<file path="src/rtl/mc_ctrl_fsm.sv">
// mc_ctrl_fsm: multicycle MIPS control FSM (Moore) driving datapath muxes and write enables.
// Ports: clk, rst_n (sync, active-low), op, zero, mem_ready in; mux selects, write enables, illegal out.
// Optional addi support is enabled by defining MC_CTRL_ADDI_EN.
module mc_ctrl_fsm #(
  parameter int OP_W = 6
) (
  input  logic            clk,
  input  logic            rst_n,
  input  logic [OP_W-1:0] op,
  input  logic            zero,
  input  logic            mem_ready,
  output logic            iord,
  output logic            alu_src_a,
  output logic [1:0]      alu_src_b,
  output logic [1:0]      alu_op,
  output logic [1:0]      pc_src,
  output logic            reg_dst,
  output logic            mem_to_reg,
  output logic            ir_write,
  output logic            reg_write,
  output logic            mem_write,
  output logic            pc_en,
  output logic            illegal
);

  localparam logic [OP_W-1:0] OP_LW   = OP_W'(6'b100011);
  localparam logic [OP_W-1:0] OP_SW   = OP_W'(6'b101011);
  localparam logic [OP_W-1:0] OP_RTYP = OP_W'(6'b000000);
  localparam logic [OP_W-1:0] OP_BEQ  = OP_W'(6'b000100);
  localparam logic [OP_W-1:0] OP_J    = OP_W'(6'b000010);
`ifdef MC_CTRL_ADDI_EN
  localparam logic [OP_W-1:0] OP_ADDI = OP_W'(6'b001000);
`endif

  typedef enum logic [3:0] {
    S_FETCH    = 4'd0,
    S_DECODE   = 4'd1,
    S_MEMADR   = 4'd2,
    S_MEMREAD  = 4'd3,
    S_MEMWB    = 4'd4,
    S_MEMWRITE = 4'd5,
    S_EXECUTE  = 4'd6,
    S_ALUWB    = 4'd7,
    S_BRANCH   = 4'd8,
`ifdef MC_CTRL_ADDI_EN
    S_ADDIEXEC = 4'd9,
    S_ADDIWB   = 4'd10,
`endif
    S_JUMP     = 4'd11
  } state_e;

  state_e state_q, state_d;
  logic   pc_write;
  logic   branch;

  always_ff @(posedge clk) begin
    if (!rst_n) state_q <= S_FETCH;
    else        state_q <= state_d;
  end

  always_comb begin
    state_d    = state_q;
    iord       = 1'b0;
    alu_src_a  = 1'b0;
    alu_src_b  = 2'b00;
    alu_op     = 2'b00;
    pc_src     = 2'b00;
    reg_dst    = 1'b0;
    mem_to_reg = 1'b0;
    ir_write   = 1'b0;
    reg_write  = 1'b0;
    mem_write  = 1'b0;
    illegal    = 1'b0;
    pc_write   = 1'b0;
    branch     = 1'b0;
    case (state_q)
      S_FETCH: begin
        alu_src_b = 2'b01;
        if (mem_ready) begin
          ir_write = 1'b1;
          pc_write = 1'b1;
          state_d  = S_DECODE;
        end
      end
      S_DECODE: begin
        alu_src_b = 2'b11;
        case (op)
          OP_LW, OP_SW: state_d = S_MEMADR;
          OP_RTYP:      state_d = S_EXECUTE;
          OP_BEQ:       state_d = S_BRANCH;
`ifdef MC_CTRL_ADDI_EN
          OP_ADDI:      state_d = S_ADDIEXEC;
`endif
          OP_J:         state_d = S_JUMP;
          default: begin
            illegal = 1'b1;
            state_d = S_FETCH;
          end
        endcase
      end
      S_MEMADR: begin
        alu_src_a = 1'b1;
        alu_src_b = 2'b10;
        state_d   = (op == OP_SW) ? S_MEMWRITE : S_MEMREAD;
      end
      S_MEMREAD: begin
        iord = 1'b1;
        if (mem_ready) state_d = S_MEMWB;
      end
      S_MEMWB: begin
        mem_to_reg = 1'b1;
        reg_write  = 1'b1;
        state_d    = S_FETCH;
      end
      S_MEMWRITE: begin
        iord      = 1'b1;
        mem_write = 1'b1;
        if (mem_ready) state_d = S_FETCH;
      end
      S_EXECUTE: begin
        alu_src_a = 1'b1;
        alu_op    = 2'b10;
        state_d   = S_ALUWB;
      end
      S_ALUWB: begin
        reg_dst   = 1'b1;
        reg_write = 1'b1;
        state_d   = S_FETCH;
      end
      S_BRANCH: begin
        alu_src_a = 1'b1;
        alu_op    = 2'b01;
        pc_src    = 2'b01;
        branch    = 1'b1;
        state_d   = S_FETCH;
      end
`ifdef MC_CTRL_ADDI_EN
      S_ADDIEXEC: begin
        alu_src_a = 1'b1;
        alu_src_b = 2'b10;
        state_d   = S_ADDIWB;
      end
      S_ADDIWB: begin
        reg_write = 1'b1;
        state_d   = S_FETCH;
      end
`endif
      S_JUMP: begin
        pc_src   = 2'b10;
        pc_write = 1'b1;
        state_d  = S_FETCH;
      end
      default: state_d = S_FETCH;
    endcase
    pc_en = pc_write | (branch & zero);
    // Reset masks every enable and parks the selects on FETCH values.
    if (!rst_n) begin
      state_d    = S_FETCH;
      iord       = 1'b0;
      alu_src_a  = 1'b0;
      alu_src_b  = 2'b01;
      alu_op     = 2'b00;
      pc_src     = 2'b00;
      reg_dst    = 1'b0;
      mem_to_reg = 1'b0;
      ir_write   = 1'b0;
      reg_write  = 1'b0;
      mem_write  = 1'b0;
      pc_en      = 1'b0;
      illegal    = 1'b0;
    end
  end

endmodule

</file>
<file path="config.mk">
export PLATFORM = sky130hd
export DESIGN_NAME = mc_ctrl_fsm
export DESIGN_NICKNAME = d
export VERILOG_FILES = /design/src/rtl/mc_ctrl_fsm.sv
export SDC_FILE = /design/constraint.sdc
export NUM_CORES = 1
export LEC_CHECK = 0
export CAP_MARGIN = 20
export CORE_MARGIN = 2
export CORE_UTILIZATION = 35
export CTS_CLUSTER_SIZE = 12
export DETAILED_ROUTE_END_ITERATION = 10
export GPL_ROUTABILITY_DRIVEN = 0
export GPL_TIMING_DRIVEN = 1
export PLACE_DENSITY = 0.74
export SYNTH_ARGS = -nofsm -noshare
export SYNTH_HDL_FRONTEND = slang
export SYNTH_SLANG_ARGS = --single-unit
</file>
<file path="constraint.sdc">
create_clock -name clk -period 1.65 [get_ports clk]
set_clock_uncertainty 0.2 [all_clocks]
set_input_delay 0.33 -clock clk [delete_from_list [all_inputs] [get_ports clk]]
set_output_delay 0.33 -clock clk [all_outputs]
set_load 0.1 [all_outputs]
</file>
==> results of run 1 <==
per-stage QoR:
stage	setup TNS (ps)	std cells	cell area (um^2)	utilization [%]	worst slack, ps
global placement	-7000	135	1280	96.1	-550
floorplan	-7110	73	737	-	-803
detailed placement	-8000	135	1280	96.1	-633
Yosys cell counts:
cell	count	share of area [%]
sky130_fd_sc_hd__nand3_1	1	0.98
sky130_fd_sc_hd__and3_2	1	1.5
sky130_fd_sc_hd__nor2_1	9	6.6
sky130_fd_sc_hd__nand4b_1	1	1.7
sky130_fd_sc_hd__or2_2	2	2.5
sky130_fd_sc_hd__nor4_1	3	3.7
sky130_fd_sc_hd__nand4_1	2	2.5
sky130_fd_sc_hd__or3_4	1	2.2
sky130_fd_sc_hd__o32a_1	1	2.0
sky130_fd_sc_hd__o2111ai_1	1	1.7
sky130_fd_sc_hd__nand2_1	3	2.2
sky130_fd_sc_hd__o31ai_1	2	2.9
sky130_fd_sc_hd__dfxtp_1	4	16
sky130_fd_sc_hd__nand2b_1	3	3.7
sky130_fd_sc_hd__nor3_1	7	6.9
sky130_fd_sc_hd__a21oi_1	1	0.98
sky130_fd_sc_hd__a31oi_1	2	2.5
sky130_fd_sc_hd__clkbuf_1	3	2.2
sky130_fd_sc_hd__inv_1	3	2.2
sky130_fd_sc_hd__nand4bb_4	1	5.4
sky130_fd_sc_hd__a31o_2	1	1.7
sky130_fd_sc_hd__and3_1	2	2.5
sky130_fd_sc_hd__o22ai_1	1	1.2
sky130_fd_sc_hd__nor2b_1	5	6.1
sky130_fd_sc_hd__or2b_2	1	1.7
sky130_fd_sc_hd__xnor2_1	1	1.7
sky130_fd_sc_hd__a211oi_1	1	1.5
sky130_fd_sc_hd__buf_4	1	1.5
sky130_fd_sc_hd__mux2_2	1	2.2
sky130_fd_sc_hd__nor2_2	1	1.2
sky130_fd_sc_hd__o21ai_0	4	3.9
sky130_fd_sc_hd__o21a_1	2	2.9
sky130_fd_sc_hd__mux2i_1	1	2.0
cells by family after synthesis:
logic type | after synthesis | synth area share (%)
AND/OR/NAND/NOR | 43 | 51.2
AO/OA/AOI/OAI | 16 | 21.3
buffers and inverters | 7 | 5.88
flip-flops | 4 | 15.7
multiplexers | 2 | 4.17
XOR/XNOR | 1 | 1.72
==> flow_metrics.env, run 1 <==
export IMPL_cts_hold_buffers=0
export IMPL_dp_hpwl_um=2450
export IMPL_clock_tree_buffer_depth=2
export IMPL_cts_buffers=3
export IMPL_port_buffers=24
export IMPL_initial_utilization_pct=38.3
export IMPL_ys_ff_latch=4
export IMPL_synth_sequential_area_ratio_pct=15.7
export IMPL_synth_nets=83
export IMPL_error="[ERROR DPL-0038] Utilization greater than 100%, impossible to legalize"
export IMPL_postSynthCellCount=73
export IMPL_row_count=13
export IMPL_warnings_from_yosys=0
export IMPL_h_tree_levels=1
export IMPL_clk_root_buffer_cell="sky130_fd_sc_hd__clkbuf_4"
export IMPL_clock_sinks=4
export IMPL_post_cts_resized_instances=65
export IMPL_stop_stage="clock tree synthesis"
export IMPL_synth_distinct_cells=33
export IMPL_die_boundary_height_um=42.2
export IMPL_synth_area_per_cell_um2=6.99
export IMPL_boundaryPins=25
export IMPL_synth_area_um2=510
export IMPL_run_status="did not finish"
export IMPL_cts_setup_buffers=11
export IMPL_die_width_um=42.2
==> inputs of run 2 (changes only) <==
--- a/config.mk
+++ b/config.mk
@@ -6,13 +6,12 @@
 export NUM_CORES = 1
 export LEC_CHECK = 0
 export CAP_MARGIN = 20
-export CORE_MARGIN = 2
-export CORE_UTILIZATION = 35
-export CTS_CLUSTER_SIZE = 12
+export CORE_AREA = 2 2 63 65
 export DETAILED_ROUTE_END_ITERATION = 10
+export DIE_AREA = 0 0 65 67
 export GPL_ROUTABILITY_DRIVEN = 0
 export GPL_TIMING_DRIVEN = 1
-export PLACE_DENSITY = 0.74
+export PLACE_DENSITY_LB_ADDON = 0.15
 export SYNTH_ARGS = -nofsm -noshare
 export SYNTH_HDL_FRONTEND = slang
 export SYNTH_SLANG_ARGS = --single-unit
==> constraint.sdc (replaced) <==
create_clock -name clk -period 2.1 [get_ports clk]
set_clock_uncertainty 0.2 [all_clocks]
set_input_delay 0.42 -clock clk [delete_from_list [all_inputs] [get_ports clk]]
set_output_delay 0.42 -clock clk [all_outputs]
set_load 0.1 [all_outputs]
==> flow_metrics.env, run 2 <==
export IMPL_crit_path_max_fanout=13
export IMPL_via_per_inst=4.34
export IMPL_synth_edff_count=0
export IMPL_clock_tree_buffer_depth=2
export IMPL_comb_power_share_pct=41.1
export IMPL_critical_path_arrival_ps=1430
export IMPL_finish_instance_area_um2=1390
export IMPL_final_net_count=139
export IMPL_grt_max_degree=14
export IMPL_insertion_delay_ps=220
export IMPL_cts_buffers=3
export IMPL_final_max_slew_violation_count=0
export IMPL_synth_async_sr_flop_share_pct=0
export IMPL_grt_pass1_vias=787
export IMPL_core_region_area_um2=3610
export IMPL_cellPowerDensity_nw_per_um2=296
export IMPL_net_switching_power_mw=0.132
export IMPL_fin_cells=175
export IMPL_mostFrequentLayoutCell="sky130_fd_sc_hd__buf_4"
export IMPL_netSwitchingFraction_pct=32.0
export IMPL_initial_utilization_pct=14.2
export IMPL_detail_route_first_pass_iterations=4
export IMPL_synth_top_cells_by_area="sky130_fd_sc_hd__dfxtp_1 16%, sky130_fd_sc_hd__nor3_1 6.9%, sky130_fd_sc_hd__nor2_1 6.6%, sky130_fd_sc_hd__nor2b_1 6.1%, sky130_fd_sc_hd__nand4bb_4 5.4%"
export IMPL_relSlewSlack_pct=77.5
export IMPL_clock_sinks=4
export IMPL_clkPwrFrac_pct=39.4
export IMPL_share_of_layout_cells_above_drive_strength_1_pct=70.9
export IMPL_row_count=22
export IMPL_run_status="finished, final reports clean"
export IMPL_fin_setup_tns_ps=0
export IMPL_rsz0062_at_grt="false"
export IMPL_post_synth_top_count_cell="sky130_fd_sc_hd__nor2_1"
export IMPL_synth_distinct_cells=33
export IMPL_clk_transition_reported_paths_ps=30
export IMPL_die_width_um=65
export IMPL_timing_final_crit_period_ps=2050
export IMPL_setup_viol=0
export IMPL_worst_setup_path_end_kind="primary output"
export IMPL_die_boundary_height_um=67
export IMPL_required_ps=1480
export IMPL_ant_nets=0
export IMPL_route_vias_total=759
export IMPL_finalWorstSetupSlack_ps=46.8
export IMPL_boundaryPins=25
export IMPL_grt_pass1_wl_um=3610
export IMPL_worstSetupPathType="register to primary output"
export IMPL_synth_nets=83
export IMPL_largestRegisters="state_q: 4 flops"
export IMPL_antenna_cells=0
export IMPL_grt_use_total_pct=10.7
export IMPL_detailed_route_iter0_violations=10
export IMPL_globalRoute_totalOverflow=0
export IMPL_total_leakage_power_nw=0.562
export IMPL_worstMarginPinSlew_ps=333
export IMPL_avgRoutedWirePerCell_um=11.4
export IMPL_flow_area_growth_from_synthesis_pct=173
export IMPL_placed_cell_area_um2=1290
export IMPL_netlist_top_cell_by_area="sky130_fd_sc_hd__dfxtp_1"
export IMPL_h_tree_levels=1
export IMPL_synth_top_cells_by_count="9 x sky130_fd_sc_hd__nor2_1, 7 x sky130_fd_sc_hd__nor3_1, 5 x sky130_fd_sc_hd__nor2b_1"
export IMPL_port_buffers=24
export IMPL_placement_setup_worst_slack_ps=-308
export IMPL_grt_antenna_before_repair=0
export IMPL_placed_cells=167
export IMPL_worstSetupStartpointType="register"
export IMPL_timing_hold_worst_class="register to register"
export IMPL_utilization_pct=38.6
export IMPL_most_used_cells_in_the_layout_excluding_fill_and_tap_cells="28 x sky130_fd_sc_hd__buf_4, 16 x sky130_fd_sc_hd__buf_12, 5 x sky130_fd_sc_hd__nor2_1, 5 x sky130_fd_sc_hd__nor3_4"
export IMPL_post_layout_total_power_mw=0.412
export IMPL_clk_root_buffer_cell="sky130_fd_sc_hd__clkbuf_8"
export IMPL_fmax_mhz=487
export IMPL_synth_area_um2=510
export IMPL_synth_sequential_area_ratio_pct=15.7
export IMPL_timing_hold_ws_ps=378
export IMPL_finalHoldViolCount=0
export IMPL_ir_worst_vdd_v=0.000165
export IMPL_synthDominantCellAreaShare_pct=15.7
export IMPL_max_cap_violations=0
export IMPL_drt_total_wl_um=2000
export IMPL_layout_worst_path_cycle_share_pct=97.8
export IMPL_cts_hold_buffers=0
export IMPL_cts_tree="built"
export IMPL_largest_register_ffs=4
export IMPL_synth_ff_type="sky130_fd_sc_hd__dfxtp_1"
export IMPL_int_pwr_mw=0.280
export IMPL_drc=0
export IMPL_top_register="state_q"
export IMPL_pwr_share_seq_pct=19.6
export IMPL_warnings_from_yosys=0
export IMPL_die_footprint_um2=4360
export IMPL_ys_ff_latch=4
export IMPL_dp_hpwl_um=1640
export IMPL_synth_area_per_cell_um2=6.99
export IMPL_postSynthCellCount=73
-- run 2: cells by family (layout without fill, tap and decap cells) --
logic type / after synthesis / after routing / share of synthesized area [%]
compound gates: 16 / 16 / 21.3
simple gates: 43 / 43 / 51.2
mux: 2 / 2 / 4.17
flops: 4 / 4 / 15.7
buf+inv: 7 / 61 / 5.88
xor+xnor: 1 / 1 / 1.72
-- run 2: routing by layer --
layer	track usage, %	routed length [um]	vias to the layer above
met3	1.52	104	4
met5	0	0	-
met2	18.2	1010	24
met1	13.5	866	351
met4	3.99	21	0
li1	-	-	380
-- run 2: path summary, 6_finish.rpt --
kind	startpoint	to	slack (ps)	cells past startpoint
hold reg to reg	state_q[1]	state_q[1]	380	2
setup reg to reg	state_q[0]	state_q[1]	540	3
setup / recovery	state_q[0]	pc_src[0]	50	4
hold / removal	state_q[1]	state_q[1]	380	2
-- run 2: layout make-up --
class                           count  area [um^2]
Clock buffer                        3         41.3
Fill cell                         361         2210
Inverter                            3         15.0
Multi-Input combinational cell     62          571
Sequential cell                     4         92.6
Tap cell                           48         60.1
Timing Repair Buffer               55          613
-- run 2: critical path: stages, from the launching register on --
cell and delay, ps:
sky130_fd_sc_hd__dfxtp_4 380, sky130_fd_sc_hd__nand2b_4 180, sky130_fd_sc_hd__buf_12 140, sky130_fd_sc_hd__nor4_4 300
sky130_fd_sc_hd__buf_12 210
-- run 2: repair_timing --
action | in CTS | in global routing
buffers inserted | 3 | 2
pin swaps | 7 | 9
gates resized for setup | 28 | 11
setup endpoints to repair | 15 | 9
-- run 2: power groups by stage --
stage | logic (mW) | clock network [mW] | registers, mW
2_1_floorplan | 0.0840 | 0 | 0.0801
3_3_place_gp | 0.162 | 0 | 0.0841
3_5_place_dp | 0.162 | 0 | 0.0839
4_1_cts | 0.168 | 0.166 | 0.0835
5_1_grt | 0.180 | 0.174 | 0.0812
6_report | 0.169 | 0.162 | 0.0808
No activity file was read; power rests on OpenSTA's default activity.
==> inputs of run 3 (changes only) <==
--- a/config.mk
+++ b/config.mk
@@ -12,6 +12,7 @@
 export GPL_ROUTABILITY_DRIVEN = 0
 export GPL_TIMING_DRIVEN = 1
 export PLACE_DENSITY_LB_ADDON = 0.15
+export SETUP_SLACK_MARGIN = 0.5
 export SYNTH_ARGS = -nofsm -noshare
 export SYNTH_HDL_FRONTEND = slang
 export SYNTH_SLANG_ARGS = --single-unit
==> flow_metrics.env, run 3 (same netlist as run 2, synthesis figures left out) <==
export IMPL_initial_utilization_pct=14.2
export IMPL_ant_nets=0
export IMPL_worst_setup_path_end_kind="primary output"
export IMPL_die_boundary_height_um=67
export IMPL_finalWorstSetupSlack_ps=68.4
export IMPL_clk_transition_reported_paths_ps=30
export IMPL_crit_slowest_cell="sky130_fd_sc_hd__or3_4"
export IMPL_drt_total_wl_um=2370
export IMPL_die_footprint_um2=4360
export IMPL_core_region_area_um2=3610
export IMPL_avgRoutedWirePerCell_um=12.7
export IMPL_required_ps=1480
export IMPL_grt_max_degree=9
export IMPL_via_per_inst=4.49
export IMPL_finalHoldViolCount=0
export IMPL_post_layout_total_power_mw=0.436
export IMPL_cellPowerDensity_nw_per_um2=264
export IMPL_timing_final_crit_period_ps=2030
export IMPL_clock_sinks=4
export IMPL_grt_pass1_vias=855
export IMPL_final_max_slew_violation_count=0
export IMPL_ir_worst_vdd_v=0.000196
export IMPL_ordered_cell_list_for_the_critical_path="buf_6 > or3_4 > nor2_4 > o21a_1 > nor3_4 > buf_12"
export IMPL_largest_register_ffs=4
export IMPL_timing_hold_worst_class="primary input to register"
export IMPL_die_width_um=65
export IMPL_layout_worst_path_cycle_share_pct=96.7
export IMPL_worstSetupPathType="primary input to primary output"
export IMPL_row_count=22
export IMPL_cts_tree="built"
export IMPL_placement_setup_worst_slack_ps=-299
export IMPL_share_of_layout_cells_above_drive_strength_1_pct=81.2
export IMPL_crit_path_max_fanout=3
export IMPL_globalRoute_totalOverflow=0
export IMPL_top_register="state_q"
export IMPL_timing_hold_ws_ps=385
export IMPL_critical_path_arrival_ps=1410
export IMPL_dp_hpwl_um=1630
export IMPL_rsz0062_at_grt="true"
export IMPL_detail_route_first_pass_iterations=4
export IMPL_insertion_delay_ps=220
export IMPL_setup_viol=0
export IMPL_run_status="finished, final reports clean"
export IMPL_grt_pass1_wl_um=3800
export IMPL_cts_buffers=3
export IMPL_antenna_cells=0
export IMPL_grt_antenna_before_repair=0
export IMPL_route_vias_total=836
export IMPL_flow_area_growth_from_synthesis_pct=224
export IMPL_grt_use_total_pct=11.2
export IMPL_cts_hold_buffers=0
export IMPL_boundaryPins=25
export IMPL_clock_tree_buffer_depth=2
export IMPL_worst_path_largest_cell_delay_ps=410
export IMPL_relSlewSlack_pct=82.4
export IMPL_port_buffers=24
export IMPL_critical_path_n_buffers_inverters=2
export IMPL_largestRegisters="state_q: 4 flops"
export IMPL_final_net_count=150
export IMPL_worst_path_dominant_cell_family="simple AND/OR/NAND/NOR gates"
export IMPL_drc=0
export IMPL_worstMarginPinSlew_ps=262
export IMPL_fin_setup_tns_ps=0
export IMPL_worstSetupStartpointType="primary input"
export IMPL_clk_root_buffer_cell="sky130_fd_sc_hd__clkbuf_8"
export IMPL_detailed_route_iter0_violations=29
export IMPL_total_leakage_power_nw=0.652
export IMPL_mostFrequentLayoutCell="sky130_fd_sc_hd__buf_4"
export IMPL_most_used_cells_in_the_layout_excluding_fill_and_tap_cells="27 x sky130_fd_sc_hd__buf_4, 17 x sky130_fd_sc_hd__buf_12, 14 x sky130_fd_sc_hd__buf_6"
export IMPL_h_tree_levels=1
export IMPL_max_cap_violations=0
export IMPL_fmax_mhz=492
-- run 3: cell type report --
type                            count  area, um^2
Clock buffer                        3        41.3
Fill cell                         335        1950
Inverter                            3        17.5
Multi-Input combinational cell     62         676
Sequential cell                     4        95.1
Tap cell                           48        60.1
Timing Repair Buffer               66         763
-- run 3: worst paths after layout --
| check | from | end | slack (ps) | cells after the start |
|---|---|---|---|---|
| setup / recovery | op[3] | illegal | 70 | 6 |
| setup reg to reg | state_q[1] | state_q[1] | 440 | 5 |
| hold reg to reg | state_q[0] | state_q[2] | 480 | 3 |
| hold / removal | op[4] | state_q[3] | 380 | 2 |
-- run 3: through the flow --
stage | instance area [um^2] | std cells | utilization (%)
final | 1650 | 186 | 45.8
after global routing | 1650 | 186 | 45.8
after CTS | 1550 | 179 | 43.0
after detailed placement | 1260 | 162 | 35.1
after global placement | 1260 | 162 | 35.1
after floorplan | 707 | 73 | -
-- run 3: report_power, final --
| part | leakage (nW) | internal (mW) | switching, mW | total, mW |
|---|---|---|---|---|
| Clock | 0.0216 | 0.122 | 0.0384 | 0.160 |
| Sequential | 0.0355 | 0.0744 | 0.00383 | 0.0782 |
| Combinational | 0.595 | 0.0975 | 0.0993 | 0.197 |
-- run 3: metal layers --
layer,GRT usage (%),part of all wire [%]
met1,11.5,37
met2,21.4,56
met3,2.53,4.5
met4,5.59,1.9
met5,0,0
-- run 3: timing repair --
item                                    CTS  global route
resized for setup                        63            13
endpoints found under the setup margin   19            18
pin swaps                                24            16
buffers inserted                         14             7
cloned                                    0             0
==> inputs of run 4 (changes only) <==
--- a/config.mk
+++ b/config.mk
@@ -13,6 +13,7 @@
 export GPL_TIMING_DRIVEN = 1
 export PLACE_DENSITY_LB_ADDON = 0.15
 export SETUP_SLACK_MARGIN = 0.5
+export SKIP_CTS_REPAIR_TIMING = 1
 export SYNTH_ARGS = -nofsm -noshare
 export SYNTH_HDL_FRONTEND = slang
 export SYNTH_SLANG_ARGS = --single-unit
==> flow_metrics.env, run 4 (same netlist as run 2, synthesis figures left out) <==
export IMPL_die_boundary_height_um=67
export IMPL_die_width_um=65
export IMPL_dp_hpwl_um=1630
export IMPL_flow_area_growth_from_synthesis_pct=222
export IMPL_detailed_route_iter0_violations=36
export IMPL_drc=0
export IMPL_timing_final_crit_period_ps=2050
export IMPL_multiInputGateArea_um2=684
export IMPL_cellPowerDensity_nw_per_um2=266
export IMPL_insertion_delay_ps=220
export IMPL_largestRegisters="state_q: 4 flops"
export IMPL_grt_pass1_vias=723
export IMPL_setup_viol=0
export IMPL_fin_cells=184
export IMPL_crit_path_max_fanout=3
export IMPL_layout_filler_cells=344
export IMPL_clk_transition_reported_paths_ps=30
export IMPL_relSlewSlack_pct=82.4
export IMPL_critical_path_arrival_ps=1430
export IMPL_globalRoute_totalOverflow=0
export IMPL_required_ps=1480
export IMPL_worst_setup_path_end_kind="primary output"
export IMPL_die_footprint_um2=4360
export IMPL_clk_root_buffer_cell="sky130_fd_sc_hd__clkbuf_8"
export IMPL_register_area_um2=95.1
export IMPL_h_tree_levels=1
export IMPL_clock_tree_buffer_depth=2
export IMPL_fmax_mhz=488
export IMPL_total_leakage_power_nw=0.677
export IMPL_final_net_count=148
export IMPL_top_register="state_q"
export IMPL_cts_buffers=3
export IMPL_grt_antenna_before_repair=0
export IMPL_layout_worst_path_cycle_share_pct=97.6
export IMPL_timing_hold_worst_class="primary input to register"
export IMPL_grt_max_degree=11
export IMPL_critical_path_n_buffers_inverters=2
export IMPL_via_per_inst=4.41
export IMPL_finalHoldViolCount=0
export IMPL_route_vias_total=811
export IMPL_port_buffers=24
export IMPL_largest_register_ffs=4
export IMPL_cts_tree="built"
export IMPL_detail_route_first_pass_iterations=4
export IMPL_grt_use_total_pct=9.67
export IMPL_initial_utilization_pct=14.2
export IMPL_crit_slowest_cell="sky130_fd_sc_hd__or3_4"
export IMPL_placed_cells=162
export IMPL_clock_sinks=4
export IMPL_boundaryPins=25
export IMPL_worst_path_dominant_cell_family="simple AND/OR/NAND/NOR gates"
export IMPL_share_of_layout_cells_above_drive_strength_1_pct=79.4
export IMPL_mostFrequentLayoutCell="sky130_fd_sc_hd__buf_4"
export IMPL_most_used_cells_in_the_layout_excluding_fill_and_tap_cells="29 x sky130_fd_sc_hd__buf_4, 16 x sky130_fd_sc_hd__buf_12, 9 x sky130_fd_sc_hd__buf_6"
export IMPL_fin_setup_tns_ps=0
export IMPL_grt_pass1_wl_um=3240
export IMPL_core_region_area_um2=3610
export IMPL_utilization_pct=45.6
export IMPL_run_status="finished, final reports clean"
export IMPL_worstMarginPinSlew_ps=262
export IMPL_post_layout_total_power_mw=0.438
export IMPL_avgRoutedWirePerCell_um=12.4
export IMPL_placed_cell_area_um2=1260
export IMPL_row_count=22
export IMPL_ant_nets=0
export IMPL_worstSetupPathType="primary input to primary output"
export IMPL_rsz0062_at_grt="true"
export IMPL_ordered_cell_list_for_the_critical_path="buf_6 > or3_4 > nor2_4 > o21a_1 > nor3_4 > buf_12"
export IMPL_ir_worst_vdd_v=0.000175
export IMPL_worstSetupStartpointType="primary input"
export IMPL_finish_instance_area_um2=1650
export IMPL_worst_path_largest_cell_delay_ps=410
export IMPL_drt_total_wl_um=2280
export IMPL_final_max_slew_violation_count=0
export IMPL_max_cap_violations=0
export IMPL_antenna_cells=0
## run 4: worst paths after layout
| check | start | endpoint | slack, ps | cells past startpoint |
|---|---|---|---|---|
| worst min-delay path | op[4] | state_q[3] | 280 | 2 |
| worst max register to register | state_q[1] | state_q[1] | 480 | 4 |
| worst max-delay path | op[5] | illegal | 50 | 6 |
| worst min register to register | state_q[0] | state_q[2] | 490 | 3 |
## run 4: through the flow
step	hold slack, ps	worst slack [ps]
finish	279	49.4
detailed placement	468	-299
CTS	473	-301
global placement	486	-279
floorplan	291	-443
global route	300	6.44
## run 4: worst reg2reg max path: cells and delay by family, from the launching register on
kind	cells	cell delay, ps
simple gates	1	320
compound gates	2	510
buf+inv	1	130
flops	1	360
## run 4: metal layers
| metal | global-route usage, % | vias up | wire, um |
|---|---|---|---|
| met4 | 3.99 | 0 | 38 |
| met3 | 2.20 | 4 | 102 |
| met1 | 10.9 | 388 | 867 |
| met2 | 17.4 | 20 | 1280 |
| met5 | 0 | - | 0 |
| li1 | - | 399 | - |
## run 4: where the power goes
| part | switching, mW | total [mW] | internal (mW) | leakage, nW |
|---|---|---|---|---|
| Clock | 0.0373 | 0.159 | 0.122 | 0.0216 |
| Sequential | 0.00428 | 0.0787 | 0.0744 | 0.0355 |
| Combinational | 0.100 | 0.200 | 0.100 | 0.620 |
## run 4: area by class of cell
class                      count  share of cell area [%]
multi-input combinational     62                    41.6
sequential                     4                    5.78
clock buffer                   3                    2.51
tap                           48                    3.65
timing repair buffer          64                    45.4
inverter                       3                    1.06
